--- config.mk ---
export PLATFORM = sky130hd
export DESIGN_NAME = fir_decim_buffer_flat
export DESIGN_NICKNAME = d
export VERILOG_FILES = /design/src/rtl/fir_decim_buffer_if.sv /design/src/rtl/fir_decim_buffer.sv /design/src/flat_wrapper.sv
export SDC_FILE = /design/constraint.sdc
export NUM_CORES = 1
export LEC_CHECK = 0
export CAP_MARGIN = 10
export CORE_MARGIN = 5
export CORE_UTILIZATION = 50
export CTS_CLUSTER_SIZE = 25
export DETAILED_ROUTE_END_ITERATION = 16
export DONT_BUFFER_PORTS = 1
export SKIP_CTS_REPAIR_TIMING = 1
export SLEW_MARGIN = 10
export SYNTH_ARGS = -nofsm -noshare
export SYNTH_HDL_FRONTEND = slang
export SYNTH_SLANG_ARGS = --single-unit
--- constraint.sdc ---
create_clock -name clk -period 4.41 [get_ports clk]
set_input_delay 1.1025 -clock clk [delete_from_list [all_inputs] [get_ports clk]]
set_output_delay 1.1025 -clock clk [all_outputs]
set_load 0.005 [all_outputs]
--- src/rtl/fir_decim_buffer_if.sv ---
// fir_decim_buffer_if: sample input and valid/ready output stream of the
// FIR decimating output buffer. The slave modport is the buffer's view and
// the master modport is the view of the logic that drives and drains it.
interface fir_decim_buffer_if #(
    parameter int IN_W  = 18,
    parameter int OUT_W = 16,
    parameter int DEPTH = 8
);
    localparam int LVL_W = $clog2(DEPTH) + 1;

    logic                    ready;        // shared filter enable
    logic signed [IN_W-1:0]  filtred_sig;  // filter result, stable between events
    logic                    out_valid;    // FIFO head is valid
    logic                    out_ready;    // consumer takes the head this cycle
    logic signed [OUT_W-1:0] out_data;     // FIFO head (first-word fall-through)
    logic [LVL_W-1:0]        level;        // FIFO occupancy
    logic                    overflow;     // sticky drop flag

    modport slave (
        input  ready, filtred_sig, out_ready,
        output out_valid, out_data, level, overflow
    );

    modport master (
        output ready, filtred_sig, out_ready,
        input  out_valid, out_data, level, overflow
    );
endinterface

--- src/rtl/fir_decim_buffer.sv ---
// fir_decim_buffer: follows the 128-cycle frame of the serial FIR filter,
// captures each new result, keeps every DECIM-th one, narrows it to OUT_W
// bits and queues it in a DEPTH-entry first-word-fall-through FIFO.
// Optional feature macro: FIR_DECIM_SAT_EN (saturate instead of truncate).
module fir_decim_buffer #(
    parameter int IN_W  = 18,
    parameter int OUT_W = 16,
    parameter int DECIM = 1,
    parameter int DEPTH = 8
) (
    input  logic                 clk,
    input  logic                 rst,
    fir_decim_buffer_if.slave    bus
);
    localparam int PTR_W  = $clog2(DEPTH);
    localparam int LVL_W  = $clog2(DEPTH) + 1;
    localparam int DCNT_W = (DECIM > 1) ? $clog2(DECIM) : 1;

    localparam logic [LVL_W-1:0]  LVL_FULL  = LVL_W'(DEPTH);
    localparam logic [LVL_W-1:0]  LVL_ONE   = LVL_W'(1);
    localparam logic [PTR_W-1:0]  PTR_ONE   = PTR_W'(1);
    localparam logic [DCNT_W-1:0] DCNT_LAST = DCNT_W'(DECIM - 1);
    localparam logic [DCNT_W-1:0] DCNT_ONE  = DCNT_W'(1);

    logic [6:0]              r_phase;     // mirrors the filter's read index
    logic                    r_pend;      // new filter result is on filtred_sig
    logic                    r_primed;    // first (empty-frame) event consumed
    logic [DCNT_W-1:0]       r_dcnt;      // decimation position of next capture
    logic signed [OUT_W-1:0] r_mem [DEPTH];
    logic [PTR_W-1:0]        r_wr_ptr;
    logic [PTR_W-1:0]        r_rd_ptr;
    logic [LVL_W-1:0]        r_level;
    logic                    r_overflow;

    logic                    w_event;
    logic                    w_push;
    logic                    w_pop;
    logic                    w_empty;
    logic                    w_full;
    logic                    w_wr_en;
    logic signed [OUT_W-1:0] w_narrow;

    // An update event is the last tap of a frame; the filter loads its result on that edge.
    assign w_event = bus.ready && (r_phase == 7'd127);
    assign w_empty = (r_level == '0);
    assign w_full  = (r_level == LVL_FULL);
    assign w_pop   = !w_empty && bus.out_ready;
    assign w_push  = r_pend && r_primed && (r_dcnt == '0);
    // A full FIFO still accepts the push when the head leaves on the same edge.
    assign w_wr_en = w_push && (!w_full || w_pop);

    // Frame phase tracking and capture strobe; pend is deliberately not gated by ready.
    always_ff @(posedge clk) begin
        // NOTE: non-blocking assignments make every register sample pre-edge values.
        if (rst) begin
            r_phase <= 7'd127;
            r_pend  <= 1'b0;
        end else begin
            if (bus.ready) begin
                r_phase <= r_phase + 7'd1;
            end
            r_pend <= w_event;
        end
    end

    // First-event discard and decimation counter, advanced once per kept event.
    always_ff @(posedge clk) begin
        if (rst) begin
            r_primed <= 1'b0;
            r_dcnt   <= '0;
        end else if (r_pend) begin
            if (!r_primed) begin
                r_primed <= 1'b1;
            end else begin
                r_dcnt <= (r_dcnt == DCNT_LAST) ? '0 : r_dcnt + DCNT_ONE;
            end
        end
    end

`ifdef FIR_DECIM_SAT_EN
    localparam int SAT_MAX_I = (2 ** (OUT_W - 1)) - 1;
    localparam int SAT_MIN_I = -(2 ** (OUT_W - 1));
    localparam logic signed [IN_W-1:0] SAT_HI = IN_W'(SAT_MAX_I);
    localparam logic signed [IN_W-1:0] SAT_LO = IN_W'(SAT_MIN_I);

    // Narrow with saturation to the signed OUT_W range.
    always_comb begin
        // NOTE: default assigned first so every path drives w_narrow and no latch forms.
        w_narrow = bus.filtred_sig[OUT_W-1:0];
        if (bus.filtred_sig > SAT_HI) begin
            w_narrow = OUT_W'(SAT_MAX_I);
        end else if (bus.filtred_sig < SAT_LO) begin
            w_narrow = OUT_W'(SAT_MIN_I);
        end
    end
`else
    // Narrow by plain truncation; out-of-range values wrap.
    always_comb begin
        w_narrow = bus.filtred_sig[OUT_W-1:0];
    end

    if (IN_W > OUT_W) begin : g_drop_msbs
        logic w_unused_msbs;
        assign w_unused_msbs = ^bus.filtred_sig[IN_W-1:OUT_W];
    end
`endif

    // FIFO storage write.
    always_ff @(posedge clk) begin
        // NOTE: storage is not reset; out_data is forced to zero while empty so stale words never show.
        if (!rst && w_wr_en) begin
            r_mem[r_wr_ptr] <= w_narrow;
        end
    end

    // FIFO pointers, occupancy and sticky overflow; reset flushes queued data.
    always_ff @(posedge clk) begin
        if (rst) begin
            r_wr_ptr   <= '0;
            r_rd_ptr   <= '0;
            r_level    <= '0;
            r_overflow <= 1'b0;
        end else begin
            if (w_wr_en) begin
                r_wr_ptr <= r_wr_ptr + PTR_ONE;
            end
            if (w_pop) begin
                r_rd_ptr <= r_rd_ptr + PTR_ONE;
            end
            case ({w_wr_en, w_pop})
                2'b10:   r_level <= r_level + LVL_ONE;
                2'b01:   r_level <= r_level - LVL_ONE;
                default: r_level <= r_level;
            endcase
            if (w_push && !w_wr_en) begin
                r_overflow <= 1'b1;
            end
        end
    end

    assign bus.out_valid = !w_empty;
    assign bus.out_data  = w_empty ? '0 : r_mem[r_rd_ptr];
    assign bus.level     = r_level;
    assign bus.overflow  = r_overflow;
endmodule

--- src/flat_wrapper.sv ---
// flat-port wrapper written by rule: the top's interface ports become plain ports
module fir_decim_buffer_flat 
#(
    parameter int IN_W  = 18,
    parameter int OUT_W = 16,
    parameter int DECIM = 1,
    parameter int DEPTH = 8
)
  (clk, rst, bus_ready, bus_filtred_sig, bus_out_ready, bus_out_valid, bus_out_data, bus_level, bus_overflow);
  fir_decim_buffer_if #(.IN_W(IN_W), .OUT_W(OUT_W), .DEPTH(DEPTH)) bus_i ();
  input  logic clk;
  input  logic rst;
  input wire logic [$bits(bus_i.ready)-1:0] bus_ready;
  input wire logic [$bits(bus_i.filtred_sig)-1:0] bus_filtred_sig;
  input wire logic [$bits(bus_i.out_ready)-1:0] bus_out_ready;
  output wire logic [$bits(bus_i.out_valid)-1:0] bus_out_valid;
  output wire logic [$bits(bus_i.out_data)-1:0] bus_out_data;
  output wire logic [$bits(bus_i.level)-1:0] bus_level;
  output wire logic [$bits(bus_i.overflow)-1:0] bus_overflow;
  assign bus_i.ready = bus_ready;
  assign bus_i.filtred_sig = bus_filtred_sig;
  assign bus_i.out_ready = bus_out_ready;
  assign bus_out_valid = bus_i.out_valid;
  assign bus_out_data = bus_i.out_data;
  assign bus_level = bus_i.level;
  assign bus_overflow = bus_i.overflow;
  fir_decim_buffer #(.IN_W(IN_W), .OUT_W(OUT_W), .DECIM(DECIM), .DEPTH(DEPTH)) u_core (.clk(clk), .rst(rst), .bus(bus_i));
endmodule
==> key figures <==
Outcome
  – Status: finished, final reports clean

Worst setup path
  – Type of origin of the critical path: flop
  – Req. time, crit path: around 3.3 ns
  – CP top delay family: flip-flops
  – CP bufs+invs: 1
  – Max incr delay on CP: 0.96 ns
  – Crit-path max FO: 20
  – Worst Setup End Kind: output port
  – Crit path kind: reg -> out
  – Worst path cell trace: buf_4, mux4_2, mux2i_1, nor2_1
  – CP arrival: approximately 2.2 ns
  – Slowest cell on crit path: dfxtp_1

Floorplanning
  – Row count: 39
  – Die span in x: 119 um
  – Starting density of the core: 51.5%
  – Die area: 0.0141 mm2
  – Die height: 119 um
  – I/O pin cnt: 44
  – Core area: 0.0115 mm2

STA
  – TNS Setup: 0 ns
  – Final setup viols: 0
  – Post-Route Skew: 0.00359 ns
  – Hold Fails Final Rpt: 0
  – Slew Limit Headroom: 20.6%
  – Unrepaired setup endpoints after global routing: no
  – Post-layout min period: 3.34 ns
  – Final worst slack: 1.07 ns
  – Peak Freq: ~300 MHz
  – Period utilisation layout: 75.7%
  – Final hold slack: 0.454 ns
  – Worst slew pin tran: 1.19 ns
  – Slew Viols, Final: 0

Clocking
  – Root Driver: clkbuf_16
  – Num CTS Buffers: 17
  – Clk_lat worst skew: 0.42 ns
  – Deepest clock path buffer count: 2
  – Worst-path clk slew: 0.06 ns
  – H-tree Lvls: 4
  – Num Clock Sinks: 151
  – CTS tree: built

Yosys
  – Main area contributors after synthesis: edfxtp_1, mux4_2, dfxtp_1, mux2i_1, nor2_1
  – Main synth FF type: edfxtp_1
  – Synth area leader: edfxtp_1
  – Distinct cells, synth: 35
  – Top-area cell type share of the netlist area: between 60% and 70%
  – Syn Nets: 351
  – Async S/R FF share, synth: 0%
  – Synth Warn #: 0
  – Sequential share of the synthesized area: slightly above 70%
  – Synthesized cell area: 0.00593 mm2
  – Post-Synthesis Cells: around 320
  – Post-synth EDFFs: 128
  – Syn_area_per_cell: 18.3 um2
  – FF+latch count, synth: ~150

Place
  – Routability cong.: just under 0.7
  – PortBufs: 0
  – Place WS: 1.29 ns
  – Estimated wirelength of the detail-placed design: approximately 6.2 mm

Global route
  – Tot GR Track Use: 16.1%
  – First-pass GRT wire length: 16.9 mm
  – Initial antenna violation count: 0
  – Vias in the first global route: 3046
  – Maximum number of pins on one net before global-route repair: 24
  – Total congestion overflow: 0

Drt
  – Routed WL: about 10 mm
  – Pre-antenna DRT Iters: 4
  – ANT nets after route: 0
  – Drt drc: 0
  – Routed WL per cell: 20.9 um
  – Drt initial violations: 181
  – Via-to-Cell Ratio: between 5 and 6
  – Via Count: about 2800

Power and ir drop
  – P_leak: 0.00216 uW
  – IR drop worst, VDD: 302 uV
  – P per Cell Area: 442 mW/mm2

Run
  – Max-cap viol count: 0

Layout
  – Ant diodes: 0
  – Layout cells sized above 1: 24.5%
  – Nets: 370
  – Layout area overhead: 13.7%

Hold path
  – Worst hold path type: reg -> reg
==> cells in the mapped netlist, types with 4 or more instances <==
cell type / count
buf_2: 4
nor2_1: 34
mux2i_1: 18
mux4_2: 32
nand2_1: 8
a21oi_1: 5
xor2_1: 6
edfxtp_1: 128
nor2b_1: 4
ha_1: 6
o21ai_0: 4
dfxtp_1: 23
nand4_1: 4
inv_1: 4
buf_1: 5
==> sequential cells by signal, indices dropped and copies added, names as in the netlist, named ones only <==
| register | count |
|---|---|
| u_core.r_mem | 128 |
| u_core.r_phase | 7 |
| u_core.bus.level | 4 |
| u_core.r_rd_ptr | 3 |
| u_core.r_wr_ptr | 3 |
| u_core.bus.overflow | 1 |
| u_core.r_pend | 1 |
| u_core.r_primed | 1 |
==> worst reg2reg max path, stage by stage (launching register included) <==
cell     delay, ns
dfxtp_1       0.41
nor4_4        0.53
buf_4         0.33
nor2_1        0.13
ha_1          0.37
or3_1         0.39
o32ai_1       0.16
mux2_2        0.37
==> metal layers <==
layer,share of wire (%),up-vias,track usage [%],wire length [um]
met5,0,-,0,0
met3,5.0,12,6.11,515
met1,44,1459,20.6,4580
met4,1.4,0,5.43,149
li1,-,1310,-,-
met2,50,51,25.6,5160
==> through the flow <==
stage | cell area (um2) | total power (uW) | std cells | util, %
finish | 6740 | 2980 | 498 | 58.5
floorplan | 5930 | 1640 | 323 | -
global route | 6740 | 3080 | 498 | 58.5
detailed placement | 6170 | 1650 | 466 | 53.6
CTS | 6740 | 3010 | 498 | 58.5
global placement | 6170 | 1640 | 466 | 53.6
==> path summary, 6_finish.rpt <==
path                                           from             endpoint  slack (ns)  cells past startpoint
worst max-delay path                           flop      bus_out_data[4]        1.07                      4
worst min-delay path              u_core.r_phase[6]        u_core.r_pend        0.45                      2
worst max register to register  u_core.bus.level[0]  u_core.bus.level[3]        1.62                      7
worst min register to register    u_core.r_phase[6]        u_core.r_pend        0.45                      2
==> power breakdown <==
part	total [uW]	internal, uW	switching [uW]
clock	1370	824	541
sequential	1570	1560	10.6
combinational	46.3	23.8	22.4
==> placed cells by master (no fill, tap or decap), types with 2 or more instances in the layout <==
cell and n:
clkbuf_16 17, buf_4 15, a21oi_1 5, nand2_1 8
o21ai_0 4, xnor2_1 3, nand2b_1 3, clkinv_2 3
and2b_1 2, clkinvlp_4 3, dfxtp_1 22, nor4b_2 2
or3b_2 2, edfxtp_1 128, nand3_1 2, inv_1 4
nor2b_1 4, mux2i_1 18, mux2_2 2, bufinv_16 2
nor4_2 2, ha_1 6, a31oi_1 2, xor2_1 6
clkinv_4 3, or3_1 2, mux4_2 32, nand4_1 4
nor2_1 34, nor3_1 2, clkinv_1 3
==> cell families after synthesis <==
| kind of cell | after synthesis | share of synthesized area, % |
|---|---|---|
| AOI/OAI and AO/OA | 15 | 1.56 |
| adders and majority gates | 6 | 1.27 |
| buffers and inverters | 19 | 1.48 |
| DFF | 151 | 72.6 |
| xor gates and xnor gates | 9 | 1.33 |
| and+or+nand+nor | 71 | 6.16 |
| muxes | 52 | 15.6 |
==> layout make-up <==
type | instances | area, um2
fillers | 875 | 4780
multi-input cells | 153 | 1560
clock buffers | 18 | 429
flip-flops and latches | 151 | 4310
inverters | 4 | 15.0
repair buffers | 15 | 113
clock inverters | 14 | 135
well taps | 143 | 179
Power figures use the tool's default switching activity.
